<file path="src/rtl/mc_ctrl_pkg.sv">
// Shared encodings for the multicycle MIPS control unit: states, opcodes,
// mux-select codes and the bundled datapath control word.
package mc_ctrl_pkg;

  localparam logic [3:0] S_IDLE   = 4'd0;
  localparam logic [3:0] S_FETCH  = 4'd1;
  localparam logic [3:0] S_DECODE = 4'd2;
  localparam logic [3:0] S_MEMADR = 4'd3;
  localparam logic [3:0] S_MEMRD  = 4'd4;
  localparam logic [3:0] S_MEMWB  = 4'd5;
  localparam logic [3:0] S_MEMWR  = 4'd6;
  localparam logic [3:0] S_EXEC   = 4'd7;
  localparam logic [3:0] S_RWB    = 4'd8;
  localparam logic [3:0] S_BEQ    = 4'd9;
  localparam logic [3:0] S_JUMP   = 4'd10;
  localparam logic [3:0] S_ADDIEX = 4'd11;
  localparam logic [3:0] S_ADDIWB = 4'd12;
  localparam logic [3:0] S_HALT   = 4'd13;

  localparam logic [5:0] OP_R    = 6'b000000;
  localparam logic [5:0] OP_LW   = 6'b100011;
  localparam logic [5:0] OP_SW   = 6'b101011;
  localparam logic [5:0] OP_BEQ  = 6'b000100;
  localparam logic [5:0] OP_J    = 6'b000010;
  localparam logic [5:0] OP_ADDI = 6'b001000;

  localparam logic [1:0] SRCB_B       = 2'b00;
  localparam logic [1:0] SRCB_FOUR    = 2'b01;
  localparam logic [1:0] SRCB_IMM     = 2'b10;
  localparam logic [1:0] SRCB_IMM_SH2 = 2'b11;

  localparam logic [1:0] ALU_ADD   = 2'b00;
  localparam logic [1:0] ALU_SUB   = 2'b01;
  localparam logic [1:0] ALU_FUNCT = 2'b10;

  localparam logic [1:0] PCSRC_ALU    = 2'b00;
  localparam logic [1:0] PCSRC_ALUOUT = 2'b01;
  localparam logic [1:0] PCSRC_JUMP   = 2'b10;

  typedef struct packed {
    logic       pc_en;
    logic       pc_write;
    logic       pc_write_cond;
    logic       iord;
    logic       mem_read;
    logic       mem_write;
    logic       mem_to_reg;
    logic       ir_write;
    logic       reg_dst;
    logic       reg_write;
    logic       alu_src_a;
    logic [1:0] alu_src_b;
    logic [1:0] alu_op;
    logic [1:0] pc_source;
    logic       instr_done;
  } ctrl_t;

  function automatic logic is_known_op(input logic [5:0] op);
    case (op)
      OP_R, OP_LW, OP_SW, OP_BEQ, OP_J, OP_ADDI: return 1'b1;
      default:                                   return 1'b0;
    endcase
  endfunction

endpackage

</file>
<file path="src/rtl/mc_ctrl_decode.sv">
// Combinational control-word decode: current state plus the memory
// handshake and ALU zero flag produce every datapath enable and select.
module mc_ctrl_decode
  import mc_ctrl_pkg::*;
(
  input  logic [3:0] state,
  input  logic       mem_ready,
  input  logic       zero,
  output ctrl_t      ctrl
);

  always_comb begin
    // NOTE: assign the whole word first so no branch leaves a bit unassigned and infers a latch.
    ctrl = '0;
    case (state)
      S_FETCH: begin
        ctrl.mem_read  = 1'b1;
        ctrl.alu_src_a = 1'b1;
        ctrl.alu_src_b = SRCB_FOUR;
        ctrl.alu_op    = ALU_ADD;
        ctrl.pc_source = PCSRC_ALU;
        // IR and PC only capture once memory actually delivers the word.
        ctrl.ir_write  = mem_ready;
        ctrl.pc_write  = mem_ready;
      end
      S_DECODE: begin
        ctrl.alu_src_a = 1'b1;
        ctrl.alu_src_b = SRCB_IMM_SH2;
        ctrl.alu_op    = ALU_ADD;
      end
      S_MEMADR, S_ADDIEX: begin
        ctrl.alu_src_b = SRCB_IMM;
        ctrl.alu_op    = ALU_ADD;
      end
      S_MEMRD: begin
        ctrl.mem_read = 1'b1;
        ctrl.iord     = 1'b1;
      end
      S_MEMWB: begin
        ctrl.reg_write  = 1'b1;
        ctrl.mem_to_reg = 1'b1;
        ctrl.instr_done = 1'b1;
      end
      S_MEMWR: begin
        ctrl.mem_write  = 1'b1;
        ctrl.iord       = 1'b1;
        ctrl.instr_done = mem_ready;
      end
      S_EXEC: begin
        ctrl.alu_src_b = SRCB_B;
        ctrl.alu_op    = ALU_FUNCT;
      end
      S_RWB: begin
        ctrl.reg_write  = 1'b1;
        ctrl.reg_dst    = 1'b1;
        ctrl.instr_done = 1'b1;
      end
      S_BEQ: begin
        ctrl.alu_src_b     = SRCB_B;
        ctrl.alu_op        = ALU_SUB;
        ctrl.pc_source     = PCSRC_ALUOUT;
        ctrl.pc_write_cond = 1'b1;
        ctrl.instr_done    = 1'b1;
      end
      S_JUMP: begin
        ctrl.pc_write   = 1'b1;
        ctrl.pc_source  = PCSRC_JUMP;
        ctrl.instr_done = 1'b1;
      end
      S_ADDIWB: begin
        ctrl.reg_write  = 1'b1;
        ctrl.instr_done = 1'b1;
      end
      default: ;
    endcase
    ctrl.pc_en = ctrl.pc_write | (ctrl.pc_write_cond & zero);
  end

endmodule

</file>
<file path="src/rtl/mc_control_fsm.sv">
// Multicycle MIPS sequencing FSM: holds the instruction-step state and
// fans the decoded control word out to the datapath.
module mc_control_fsm
  import mc_ctrl_pkg::*;
#(
  parameter bit IDLE_ON_ILLEGAL = 1'b0
) (
  input  logic       clk,
  input  logic       rst_n,
  input  logic [5:0] opcode,
  input  logic       zero,
  input  logic       mem_ready,
  output logic       pc_en,
  output logic       pc_write,
  output logic       pc_write_cond,
  output logic       iord,
  output logic       mem_read,
  output logic       mem_write,
  output logic       mem_to_reg,
  output logic       ir_write,
  output logic       reg_dst,
  output logic       reg_write,
  output logic       alu_src_a,
  output logic [1:0] alu_src_b,
  output logic [1:0] alu_op,
  output logic [1:0] pc_source,
  output logic       instr_done,
  output logic       illegal_op,
  output logic [3:0] state_dbg
);

  logic [3:0] state_q;
  logic [3:0] state_d;
  ctrl_t      ctrl;

  always_comb begin
    state_d = S_IDLE;
    case (state_q)
      S_IDLE:   state_d = S_FETCH;
      S_FETCH:  state_d = mem_ready ? S_DECODE : S_FETCH;
      S_DECODE: begin
        case (opcode)
          OP_LW, OP_SW: state_d = S_MEMADR;
          OP_R:         state_d = S_EXEC;
          OP_BEQ:       state_d = S_BEQ;
          OP_J:         state_d = S_JUMP;
          OP_ADDI:      state_d = S_ADDIEX;
          default:      state_d = IDLE_ON_ILLEGAL ? S_HALT : S_FETCH;
        endcase
      end
      S_MEMADR: state_d = (opcode == OP_SW) ? S_MEMWR : S_MEMRD;
      S_MEMRD:  state_d = mem_ready ? S_MEMWB : S_MEMRD;
      S_MEMWB:  state_d = S_FETCH;
      S_MEMWR:  state_d = mem_ready ? S_FETCH : S_MEMWR;
      S_EXEC:   state_d = S_RWB;
      S_RWB:    state_d = S_FETCH;
      S_BEQ:    state_d = S_FETCH;
      S_JUMP:   state_d = S_FETCH;
      S_ADDIEX: state_d = S_ADDIWB;
      S_ADDIWB: state_d = S_FETCH;
      S_HALT:   state_d = S_HALT;
      default:  state_d = S_IDLE;
    endcase
  end

  // Outputs decode straight from state_q, so forcing IDLE here also clears every enable asynchronously.
  always_ff @(posedge clk or negedge rst_n) begin
    // NOTE: non-blocking so every register samples pre-edge values regardless of block order.
    if (!rst_n) state_q <= S_IDLE;
    else        state_q <= state_d;
  end

  mc_ctrl_decode u_decode (
    .state     (state_q),
    .mem_ready (mem_ready),
    .zero      (zero),
    .ctrl      (ctrl)
  );

  assign pc_en         = ctrl.pc_en;
  assign pc_write      = ctrl.pc_write;
  assign pc_write_cond = ctrl.pc_write_cond;
  assign iord          = ctrl.iord;
  assign mem_read      = ctrl.mem_read;
  assign mem_write     = ctrl.mem_write;
  assign mem_to_reg    = ctrl.mem_to_reg;
  assign ir_write      = ctrl.ir_write;
  assign reg_dst       = ctrl.reg_dst;
  assign reg_write     = ctrl.reg_write;
  assign alu_src_a     = ctrl.alu_src_a;
  assign alu_src_b     = ctrl.alu_src_b;
  assign alu_op        = ctrl.alu_op;
  assign pc_source     = ctrl.pc_source;
  assign instr_done    = ctrl.instr_done;
  assign illegal_op    = (state_q == S_DECODE) && !is_known_op(opcode);
  assign state_dbg     = state_q;

endmodule
</file>
<file path="config.mk">
export PLATFORM = sky130hd
export DESIGN_NAME = mc_control_fsm
export DESIGN_NICKNAME = d
export VERILOG_FILES = /design/src/rtl/mc_ctrl_pkg.sv /design/src/rtl/mc_ctrl_decode.sv /design/src/rtl/mc_control_fsm.sv
export SDC_FILE = /design/constraint.sdc
export NUM_CORES = 1
export LEC_CHECK = 0
export ABC_AREA = 1
export ABC_CLOCK_PERIOD_IN_PS = 3800
export CELL_PAD_IN_SITES_DETAIL_PLACEMENT = 1
export CELL_PAD_IN_SITES_GLOBAL_PLACEMENT = 2
export CORE_MARGIN = 2
export CORE_UTILIZATION = 16
export DETAILED_ROUTE_END_ITERATION = 12
export HOLD_SLACK_MARGIN = 0.06
export PLACE_DENSITY = 0.82
export SETUP_SLACK_MARGIN = 0.1
export SLEW_MARGIN = 0
export SYNTH_ARGS = -nofsm -noshare
export SYNTH_HDL_FRONTEND = slang
export SYNTH_SLANG_ARGS = --single-unit
export TNS_END_PERCENT = 10
</file>
<file path="constraint.sdc">
create_clock -name clk -period 3.8 [get_ports clk]
set_clock_uncertainty 0.05 [all_clocks]
set_input_delay 0.76 -clock clk [delete_from_list [all_inputs] [get_ports clk]]
set_output_delay 0.76 -clock clk [all_outputs]
set_load 0.01 [all_outputs]
</file>
==> impl_metrics.env <==
export IMPL_drive_above_1_share_pct=12.40
export IMPL_clock_sinks=4
export IMPL_grt_max_degree=8
export IMPL_dp_cells=170
export IMPL_finalSetupViolCount=0
export IMPL_diodes=0
export IMPL_fin_ws_ns=0.6940
export IMPL_syn_nets=105
export IMPL_cp_top_family="buffers and inverters"
export IMPL_timing_final_max_slew_violations=0
export IMPL_hold_class="input pin to asynchronous set/reset pin"
export IMPL_synth_avg_cell_area_um2=5.360
export IMPL_num_rows=20
export IMPL_gp_congestion=0.8057
export IMPL_max_slew_margin_rel_pct=81.64
export IMPL_holdWs_ns=0.6627
export IMPL_leakage_nw=0.4525
export IMPL_fmax_ghz=0.3220
export IMPL_drtIter0Drc=10
export IMPL_vdd_drop_max_mv=0.2808
export IMPL_grt_pass1_vias=766
export IMPL_clk_pin_slew_ns=0.04
export IMPL_cts_buffers=3
export IMPL_ys_seq_elements=4
export IMPL_place_hpwl_mm=1.655
export IMPL_ys_warn_count=0
export IMPL_netlist_area_um2=509.2
export IMPL_clock_path_buffers=2
export IMPL_path_class="input pin to output pin"
export IMPL_worst_setup_path_start_kind="input pin"
export IMPL_holdBufCountCts=0
export IMPL_worst_pin_slew_ns=0.2754
export IMPL_crit_path_frequent_cell="clkdlybuf4s50_1"
export IMPL_grt_pass1_wl_mm=3.180
export IMPL_cts_tree="built"
export IMPL_num_io_pins=33
export IMPL_drt_drc_violations_left=0
export IMPL_grt_use_total_pct=11.33
export IMPL_status="finished, final reports clean"
export IMPL_critPathBufInv=2
export IMPL_post_cts_buffers=0
export IMPL_port_buffers=32
export IMPL_via_per_inst=4.046
export IMPL_rsz0062_at_grt="no"
export IMPL_period_share_pct=81.74
export IMPL_fin_tns_setup_ns=0
export IMPL_p_total_mw=0.5236
export IMPL_synth_cell_types=15
export IMPL_cts_repair_resized=0
export IMPL_grt_overflow_total=0
export IMPL_avgRoutedWirePerCell_um=11.03
export IMPL_core_um2=3028
export IMPL_dieHeight_um=60.42
export IMPL_seq_area_frac_synth_pct=19.66
export IMPL_postRouteAntennaNets=0
export IMPL_final_cells=173
export IMPL_start_util_pct=16.82
export IMPL_critPathRequiredTime_ns=2.99
export IMPL_cp_end_kind="output pin"
export IMPL_netlist_instances=95
export IMPL_worst_path_largest_cell_delay_ns=0.55
export IMPL_antenna_found_initial=0
export IMPL_root_buffer="clkbuf_4"
export IMPL_finalHoldViolations=0
export IMPL_worstSkewPairLatency_ns=0.24
export IMPL_largest_reg_flops=4
export IMPL_critPathArrivalTime_ns=2.30
export IMPL_die_w_um=60.42
export IMPL_nets=141
export IMPL_htreeDepth=1
export IMPL_final_common_cell="clkdlybuf4s50_1"
export IMPL_crit_slowest_cell="clkdlybuf4s50_1"
export IMPL_dieArea_um2=3650
export IMPL_p_per_area_nw_per_um2=582.1
export IMPL_wl_mm=1.908
export IMPL_drv_cap=0
export IMPL_vias=700
export IMPL_dp_slack_ns=0.6861
export IMPL_crit_chain="clkdlybuf4s50_1 > nor2_1 > nand3_1 > nand2_1 > nor3_2 > clkdlybuf4s50_1"
export IMPL_layout_common_cells="32 x clkdlybuf4s50_1, 23 x nor2_1, 21 x nand2_1"
export IMPL_drtPass1Iterations=4
export IMPL_area_growth_pct=76.66
export IMPL_min_period_ns=3.106
export IMPL_crit_fanout=4
[per-layer routing]
metal	track usage (%)	routed length [µm]	vias up
met5	0	0	-
met4	3.106	21	0
met3	1.066	59	2
met2	21.89	994	18
met1	13.21	833	320
li1	-	-	360
[worst paths after layout]
path	end	cells past startpoint	slack, ns	from
max	illegal_op	6	0.69	opcode[2]
min in group clk	state_dbg[3]	4	0.73	state_dbg[3]
min	state_dbg[0]	1	0.66	rst_n
max in group asynchronous	state_dbg[1]	1	2.87	rst_n
max reg2reg	state_dbg[0]	6	2.54	state_dbg[1]
min reg2reg	state_dbg[3]	4	0.73	state_dbg[3]
[where the power goes]
part	internal (mW)	leakage (nW)	switching, mW
Clock	0.0353	0.0138	0.0180
Combinational	0.186	0.387	0.196
Sequential	0.0574	0.0517	0.0307
Total	0.279	0.452	0.244
[kinds of logic after synthesis]
logic type             synth area share, %
AND/OR/NAND/NOR                      61.43
buffers and inverters                14.01
AO/OA/AOI/OAI                        4.913
flip-flops                           19.66
[cell usage after synthesis (all sizes together)]
master | number | area [µm²]
nor3 | 2 | 15.01
dfrtp | 4 | 100.1
nor2 | 28 | 127.6
o21ai | 5 | 25.02
nand3 | 12 | 60.06
inv | 17 | 63.81
nand2 | 24 | 97.60
nand4 | 2 | 12.51
buf | 1 | 7.510
[final cells by class]
cell class                      instances  area, µm²
Fill cell                             395       2128
Multi-Input combinational cell         73      337.8
Timing Repair Buffer                   32      320.3
Sequential cell                         4      100.1
Inverter                               17      63.81
Tap cell                               44      55.05
Clock buffer                            3      22.52
[stage by stage]
| step | util, % | area, µm² |
|---|---|---|
| floorplan | - | 509.2 |
| global placement | 28.97 | 877.1 |
| detailed placement | 28.97 | 877.1 |
| CTS | 29.71 | 899.6 |
| global route | 29.71 | 899.6 |
| finish | 29.71 | 899.6 |
Note: power is estimated with default switching activity, not from simulation.
